==> config.mk <==
export PLATFORM = sky130hd
export DESIGN_NAME = sram_arbiter
export DESIGN_NICKNAME = d
export VERILOG_FILES = /design/src/rtl/sram_arbiter.sv
export SDC_FILE = /design/constraint.sdc
export NUM_CORES = 1
export LEC_CHECK = 0
export CORE_ASPECT_RATIO = 1.25
export CORE_UTILIZATION = 42
export CTS_CLUSTER_SIZE = 12
export DETAILED_ROUTE_END_ITERATION = 8
export HOLD_SLACK_MARGIN = 0.1
export PLACE_DENSITY_LB_ADDON = 0.3
export SYNTH_ARGS = -nofsm -noshare
export SYNTH_HDL_FRONTEND = slang
export SYNTH_SLANG_ARGS = --single-unit
==> constraint.sdc <==
create_clock -name clk -period 2.8 [get_ports clk]
set_clock_uncertainty 0.2 [all_clocks]
set_input_delay 0.56 -clock clk [delete_from_list [all_inputs] [get_ports clk]]
set_output_delay 0.56 -clock clk [all_outputs]
set_load 0.05 [all_outputs]
==> src/rtl/sram_arbiter.sv <==
// Two-requester arbiter for an asynchronous 8-bit SRAM: round-robin grant,
// fixed SETUP / STROBE / RECOVER timing, every output straight from a flop.
module sram_arbiter #(
  parameter int ADDR_W        = 19,
  parameter int ACCESS_CYCLES = 2,
  parameter int RECOVERY      = 1
) (
  input  logic              clk,
  input  logic              rst_n,
  input  logic              cpu_req,
  input  logic              cpu_we,
  input  logic [ADDR_W-1:0] cpu_addr,
  input  logic [7:0]        cpu_wdata,
  output logic [7:0]        cpu_rdata,
  output logic              cpu_ack,
  input  logic              host_req,
  input  logic              host_we,
  input  logic [ADDR_W-1:0] host_addr,
  input  logic [7:0]        host_wdata,
  output logic [7:0]        host_rdata,
  output logic              host_ack,
  output logic [ADDR_W-1:0] sram_addr,
  output logic [7:0]        sram_dq_out,
  output logic              sram_dq_oe,
  input  logic [7:0]        sram_dq_in,
  output logic              sram_ce_n,
  output logic              sram_oe_n,
  output logic              sram_we_n,
  output logic              busy
);

  typedef enum logic [1:0] {IDLE, SETUP, STROBE, RECOVER} state_t;

  state_t              state_q, state_d;
  logic [3:0]          cnt_q, cnt_d;
  logic                last_grant_q, last_grant_d;  // 1 = host
  logic                grant_q, grant_d;            // 1 = host
  logic                we_q, we_d;
  logic [ADDR_W-1:0]   addr_q, addr_d;
  logic [7:0]          wdata_q, wdata_d;
  logic [7:0]          cpu_rdata_q, cpu_rdata_d;
  logic [7:0]          host_rdata_q, host_rdata_d;
  logic                cpu_ack_q, cpu_ack_d;
  logic                host_ack_q, host_ack_d;
  logic                ce_n_q, ce_n_d;
  logic                oe_n_q, oe_n_d;
  logic                we_n_q, we_n_d;
  logic                dq_oe_q, dq_oe_d;
  logic                busy_q, busy_d;
  logic                pick_host;

  always_comb begin
    state_d      = state_q;
    cnt_d        = cnt_q;
    last_grant_d = last_grant_q;
    grant_d      = grant_q;
    we_d         = we_q;
    addr_d       = addr_q;
    wdata_d      = wdata_q;
    cpu_rdata_d  = cpu_rdata_q;
    host_rdata_d = host_rdata_q;
    cpu_ack_d    = 1'b0;
    host_ack_d   = 1'b0;
    pick_host    = host_req && (!cpu_req || !last_grant_q);

    case (state_q)
      IDLE: begin
        if (cpu_req || host_req) begin
          state_d      = SETUP;
          grant_d      = pick_host;
          last_grant_d = pick_host;
          addr_d       = pick_host ? host_addr  : cpu_addr;
          we_d         = pick_host ? host_we    : cpu_we;
          wdata_d      = pick_host ? host_wdata : cpu_wdata;
        end
      end
      SETUP: begin
        state_d = STROBE;
        cnt_d   = 4'(ACCESS_CYCLES - 1);
      end
      STROBE: begin
        if (cnt_q == 4'd0) begin
          state_d = RECOVER;
          cnt_d   = 4'(RECOVERY - 1);
          if (!we_q) begin
            if (grant_q) host_rdata_d = sram_dq_in;
            else         cpu_rdata_d  = sram_dq_in;
          end
          // Registered here so the pulse lands on the first RECOVER cycle.
          cpu_ack_d  = !grant_q;
          host_ack_d = grant_q;
        end else begin
          cnt_d = cnt_q - 4'd1;
        end
      end
      RECOVER: begin
        if (cnt_q == 4'd0) state_d = IDLE;
        else               cnt_d   = cnt_q - 4'd1;
      end
      default: state_d = IDLE;
    endcase

    // Strobes are decoded from the next state so they change with it.
    ce_n_d  = (state_d == IDLE);
    oe_n_d  = !((state_d == STROBE) && !we_d);
    we_n_d  = !((state_d == STROBE) && we_d);
    dq_oe_d = (state_d != IDLE) && we_d;
    busy_d  = (state_d != IDLE);
  end

  always_ff @(posedge clk or negedge rst_n) begin
    if (!rst_n) begin
      state_q      <= IDLE;
      cnt_q        <= 4'd0;
      last_grant_q <= 1'b1;
      grant_q      <= 1'b0;
      we_q         <= 1'b0;
      addr_q       <= '0;
      wdata_q      <= 8'h00;
      cpu_rdata_q  <= 8'h00;
      host_rdata_q <= 8'h00;
      cpu_ack_q    <= 1'b0;
      host_ack_q   <= 1'b0;
      ce_n_q       <= 1'b1;
      oe_n_q       <= 1'b1;
      we_n_q       <= 1'b1;
      dq_oe_q      <= 1'b0;
      busy_q       <= 1'b0;
    end else begin
      state_q      <= state_d;
      cnt_q        <= cnt_d;
      last_grant_q <= last_grant_d;
      grant_q      <= grant_d;
      we_q         <= we_d;
      addr_q       <= addr_d;
      wdata_q      <= wdata_d;
      cpu_rdata_q  <= cpu_rdata_d;
      host_rdata_q <= host_rdata_d;
      cpu_ack_q    <= cpu_ack_d;
      host_ack_q   <= host_ack_d;
      ce_n_q       <= ce_n_d;
      oe_n_q       <= oe_n_d;
      we_n_q       <= we_n_d;
      dq_oe_q      <= dq_oe_d;
      busy_q       <= busy_d;
    end
  end

  assign cpu_rdata   = cpu_rdata_q;
  assign host_rdata  = host_rdata_q;
  assign cpu_ack     = cpu_ack_q;
  assign host_ack    = host_ack_q;
  assign sram_addr   = addr_q;
  assign sram_dq_out = wdata_q;
  assign sram_dq_oe  = dq_oe_q;
  assign sram_ce_n   = ce_n_q;
  assign sram_oe_n   = oe_n_q;
  assign sram_we_n   = we_n_q;
  assign busy        = busy_q;

endmodule

==> results of run 1 <==
[cells in the final DEF (no fill, tap or decap), types with 2 or more instances in the layout]
master	netlist	final
dfrtp_1	55	55
nor3_1	2	2
nand2b_1	3	3
nand2_1	6	6
a21oi_1	3	3
dfstp_2	4	4
nor2b_1	4	4
buf_4	0	6
clkdlybuf4s50_1	0	116
mux2_2	70	70
ha_1	2	2
a2bb2oi_1	2	2
clkbuf_8	0	11
o21ai_0	5	5
bufinv_16	0	2
mux2i_1	2	2
inv_1	4	4
[how the worst max path moves through the flow]
stage               startpoint            to  slack, ns  cells after the start
floorplan             cnt_q[0]  cpu_rdata[0]       0.68                      5
global placement      host_req  sram_addr[6]       0.34                      5
detailed placement    host_req  sram_addr[6]       0.32                      5
CTS                  sram_ce_n     sram_ce_n       0.34                      1
global route          cnt_q[1]  cpu_rdata[6]       0.28                      5
finish               sram_ce_n     sram_ce_n       0.37                      1
[sequential cells by signal, indices dropped and copies added, names as in the netlist, 2 cells and up]
name and flops:
sram_addr 19, cpu_rdata 8, host_rdata 8, sram_dq_out 8
cnt_q 4, state_q 2
[area by class of cell]
class	count	share of cell area, %
timing repair buffer	124	29.5
sequential	59	35.5
multi-input combinational	114	26.7
clock buffer	12	3.72
clock inverter	4	1.74
inverter	4	0.360
tap	82	2.46
[layer usage]
layer / vias to the layer above / track usage [%]
met3: 9 / 8.93
met4: 0 / 9.64
met2: 89 / 31.5
li1: 926 / -
met1: 939 / 23.1
met5: - / 0
[kinds of logic after synthesis]
| group | Yosys count | share of synthesized area [%] |
|---|---|---|
| buffers and inverters | 10 | 1.62 |
| AND/OR/NAND/NOR | 22 | 5.85 |
| AO/OA/AOI/OAI | 17 | 4.19 |
| XOR/XNOR | 1 | 0.333 |
| flip-flops | 59 | 56.3 |
| multiplexers | 72 | 30.7 |
| adder cells (fa/ha/maj) | 2 | 0.951 |
[where the power goes]
part / total, mW / internal [mW] / switching, mW
Combinational: 2.87 / 1.14 / 1.73
Sequential: 1.51 / 1.27 / 0.237
Clock: 0.876 / 0.548 / 0.328
Total: 5.25 / 2.96 / 2.29
==> results.toml, run 1 <==
[detailed_routing]
wl_per_cell_um = 15.2
wl_met3_um = 601
drtPass1Iterations = 4
antenna_left = 0
vias = 1963
met2WireLength_um = 2870
drt_iter0_markers = 68
drt-total-wl_um = 6050
viasPerCell = 4.92
drc = 0
route.top_layer_used = "met4"
drt-met1-wl_um = 2470

[synthesis]
synth-seq-cells = 59
yosys-top-cells-area = "dfrtp_1, mux2_2, dfstp_2"
yosysSeqAreaShare_pct = 56.3
synthArstFlopShare_pct = 100
synth_top_area_cell = "dfrtp_1"
synthFlopType = "dfrtp_1"
syn_area_um2 = 2630
synth_edf_count = 0
syn-num-nets = 253
synth.distinct_cells = 30
ys.warnings.count = 0
synthCells = 183
ys_top_cells_by_count = "mux2_2, dfrtp_1, nand2_1, o21ai_0"
synth_top_area_share_pct = 52.3
synth.most_common_cell = "mux2_2"
synth_area_per_cell_um2 = 14.4

[clock_tree]
cts_setup_buffers = 0
cts_made_buffers = 9
clkLatencyLatePin_ns = 0.33
cts.clk_slew.worst_paths_ns = 0.06
ctsHoldBuffers = 0
cts_tree = "done"
clock-sinks = 59
htreeDepth = 3
cts_root_buf = "clkbuf_8"
cts_buffer_depth = 2
post_cts_resized = 0

[setup_path]
r2r_start = "cnt_q[0]"
worstSetupPathType = "flip-flop to primary output"
cpPeakStageDelay_ns = 0.82
r2r_slack_ns = 0.40
crit_buf_inv = 1
worstPathMaxFanout = 1
worstPathRequired_ns = 2.04
r2r-end = "cpu_rdata[6]"
crit_path_top_delay_cell = "clkdlybuf4s50_1"
ff2ff_path_depth = 5
path_cells = "clkdlybuf4s50_1"
crit_path_end_kind = "primary output"
critical_path.startpoint_type = "flip-flop"
critPathArrivalTime_ns = 1.67
cpLargestDelayFamily = "buffers and inverters"

[pwr]
p_leak_nw = 1.74
power_density_nw_per_um2 = 1260
p_total_mw = 5.25
ir_drop_v = 0.000850

[sta]
worst_pin_slew_ns = 0.729
setup-violations-final = 0
hold_ws_ns = 0.170
fmax_mhz = 411
worst_slack_ns = 0.370
slew_viol_final = 0
period_share_pct = 86.8
finalHoldViolations = 0
period_needed_ns = 2.43
rsz0062_at_grt = "false"
slew_headroom_pct = 51.4
tns_ns = 0

[die]
io_pins = 118
coreArea_um2 = 5930
die_area_um2 = 6580
initial_core_util_pct = 44.3
num_rows = 31
die_w_um = 72.8
die_y_um = 90.5

[global_route]
grt_first_pass_wirelength_um = 9820
grt.overflow.total = 0
grt_pass1_vias = 2068
antenna_found_initial = 0
grt_max_degree = 60
grtUsageTotal_pct = 20.1

[placed_design]
dp.cells = 383
pre_cts_slack_ns = 0.319
io_buffers = 117
hpwl_um = 4460
place.gp.congestion = 0.807
dpl_cell_area_um2 = 3940

[final_layout]
num_antenna_cells = 0
drive_gt1_share_pct = 32.8
multi_input_area_um2 = 1110
register_area_um2 = 1480
final_area_um2 = 4170
fin_nets = 382
syn_to_final_growth_pct = 58.6
finalNonFillerCells = 399
fill_cells = 446
fin_util_pct = 70.3

[outcome]
outcome = "complete, no violations"

[job]
cap_viol_max_count = 0

[min_path]
min_path_type = "input pin to asynchronous set/reset pin"
No activity file was read; power rests on OpenSTA's default activity.
==> run 2, diff against run 1 <==
CORE_MARGIN = 1.5   (was not set)
PLACE_DENSITY = 0.92   (was not set)
PLACE_DENSITY_LB_ADDON = not set   (was 0.3)
==> results.toml, run 2 (synthesis gave the netlist of run 1 again) <==
[detailed_routing]
wl_per_cell_um = 15.7
vias = 1993
drt_iter0_markers = 71
antenna_left = 0
drc = 0
drtPass1Iterations = 4
viasPerCell = 4.96
drt-total-wl_um = 6300

[global_route]
grtUsageTotal_pct = 19.8
grt_first_pass_wirelength_um = 9930
grt.overflow.total = 0
grt_max_degree = 34
antenna_found_initial = 0
grt_pass1_vias = 2105

[setup_path]
crit_path_end_kind = "primary output"
worstSetupPathType = "flip-flop to primary output"
cpPeakStageDelay_ns = 0.81
crit_path_top_delay_cell = "clkdlybuf4s50_1"
crit_buf_inv = 1
worstPathMaxFanout = 1
cpLargestDelayFamily = "buffers and inverters"
worstPathRequired_ns = 2.04
critPathArrivalTime_ns = 1.67
path_cells = "clkdlybuf4s50_1"
critical_path.startpoint_type = "flip-flop"

[sta]
finalHoldViolations = 0
fmax_mhz = 412
worst_slack_ns = 0.374
worst_pin_slew_ns = 0.701
tns_ns = 0
slew_viol_final = 0
rsz0062_at_grt = "false"
slew_headroom_pct = 53.2
setup-violations-final = 0
period_share_pct = 86.6
period_needed_ns = 2.43

[final_layout]
fill_cells = 428
final_common_cell = "clkdlybuf4s50_1"
mostFrequentLayoutCells = "clkdlybuf4s50_1, mux2_2, dfrtp_1"
drive_gt1_share_pct = 32.8
fin_nets = 382
syn_to_final_growth_pct = 60.3
largest_reg_flops = 19
register_area_um2 = 1480
finalNonFillerCells = 402
multi_input_area_um2 = 1130
num_antenna_cells = 0

[die]
num_rows = 32
die_w_um = 73.8
die_area_um2 = 6750
initial_core_util_pct = 42.9
coreArea_um2 = 6130
io_pins = 118
die_y_um = 91.5

[outcome]
outcome = "complete, no violations"

[pwr]
p_leak_nw = 1.76
ir_drop_v = 0.000951
p_total_mw = 5.28
power_density_nw_per_um2 = 1250

[min_path]
min_path_type = "flip-flop to flip-flop"

[clock_tree]
htreeDepth = 3
cts_root_buf = "clkbuf_8"
cts.clk_slew.worst_paths_ns = 0.06
cts_buffer_depth = 2
clkLatencyLatePin_ns = 0.34
cts_tree = "done"
clock-sinks = 59
post_cts_resized = 0
cts_made_buffers = 9

[placed_design]
hpwl_um = 4560
dp.cells = 385
io_buffers = 117
pre_cts_slack_ns = 0.307
place.gp.congestion = 0.798

[job]
cap_viol_max_count = 0
-- run 2: final cells by class --
class                   count  share of cell area, %
flip-flops and latches     59                   35.1
repair buffers            124                   29.9
multi-input cells         114                   26.8
clock buffers              11                   3.59
well taps                  85                   2.52
clock inverters             5                   1.78
inverters                   4                  0.356
-- run 2: metal layers --
layer	vias to the layer above	track usage [%]	routed length, um
met5	-	0	0
met4	0	8.49	137
met3	12	8.55	561
met2	94	33.4	3240
met1	975	21.2	2360
li1	912	-	-
-- run 2: stage by stage --
| stage | utilization (%) | instance area [um^2] | hold slack [ns] |
|---|---|---|---|
| after floorplan | - | 2630 | 0.0644 |
| after global placement | 65.0 | 3980 | 0.286 |
| final | 68.8 | 4220 | 0.304 |
| after CTS | 68.8 | 4220 | 0.307 |
| after detailed placement | 65.0 | 3980 | 0.292 |
| after global routing | 68.8 | 4220 | 0.320 |
-- run 2: power by group --
group          internal, mW  switching (mW)
sequential             1.27           0.254
clock                 0.544           0.328
combinational          1.14            1.74
-- run 2: path summary, 6_finish.rpt --
check | startpoint | to | slack [ns] | cells past startpoint
min | host_rdata[4] | host_rdata[4] | 0.30 | 1
min reg2reg | host_rdata[4] | host_rdata[4] | 0.30 | 1
min in group asynchronous | rst_n | sram_dq_out[4] | 0.59 | 2
max in group asynchronous | rst_n | sram_ce_n | 1.12 | 3
max | sram_we_n | sram_we_n | 0.37 | 1
max reg2reg | cnt_q[0] | cpu_rdata[4] | 0.61 | 6
-- run 2: repair_timing --
action / CTS / global route
hold buffers: 1 / 0
hold endpoints to repair: 26 / 0
setup buffers: 0 / 0
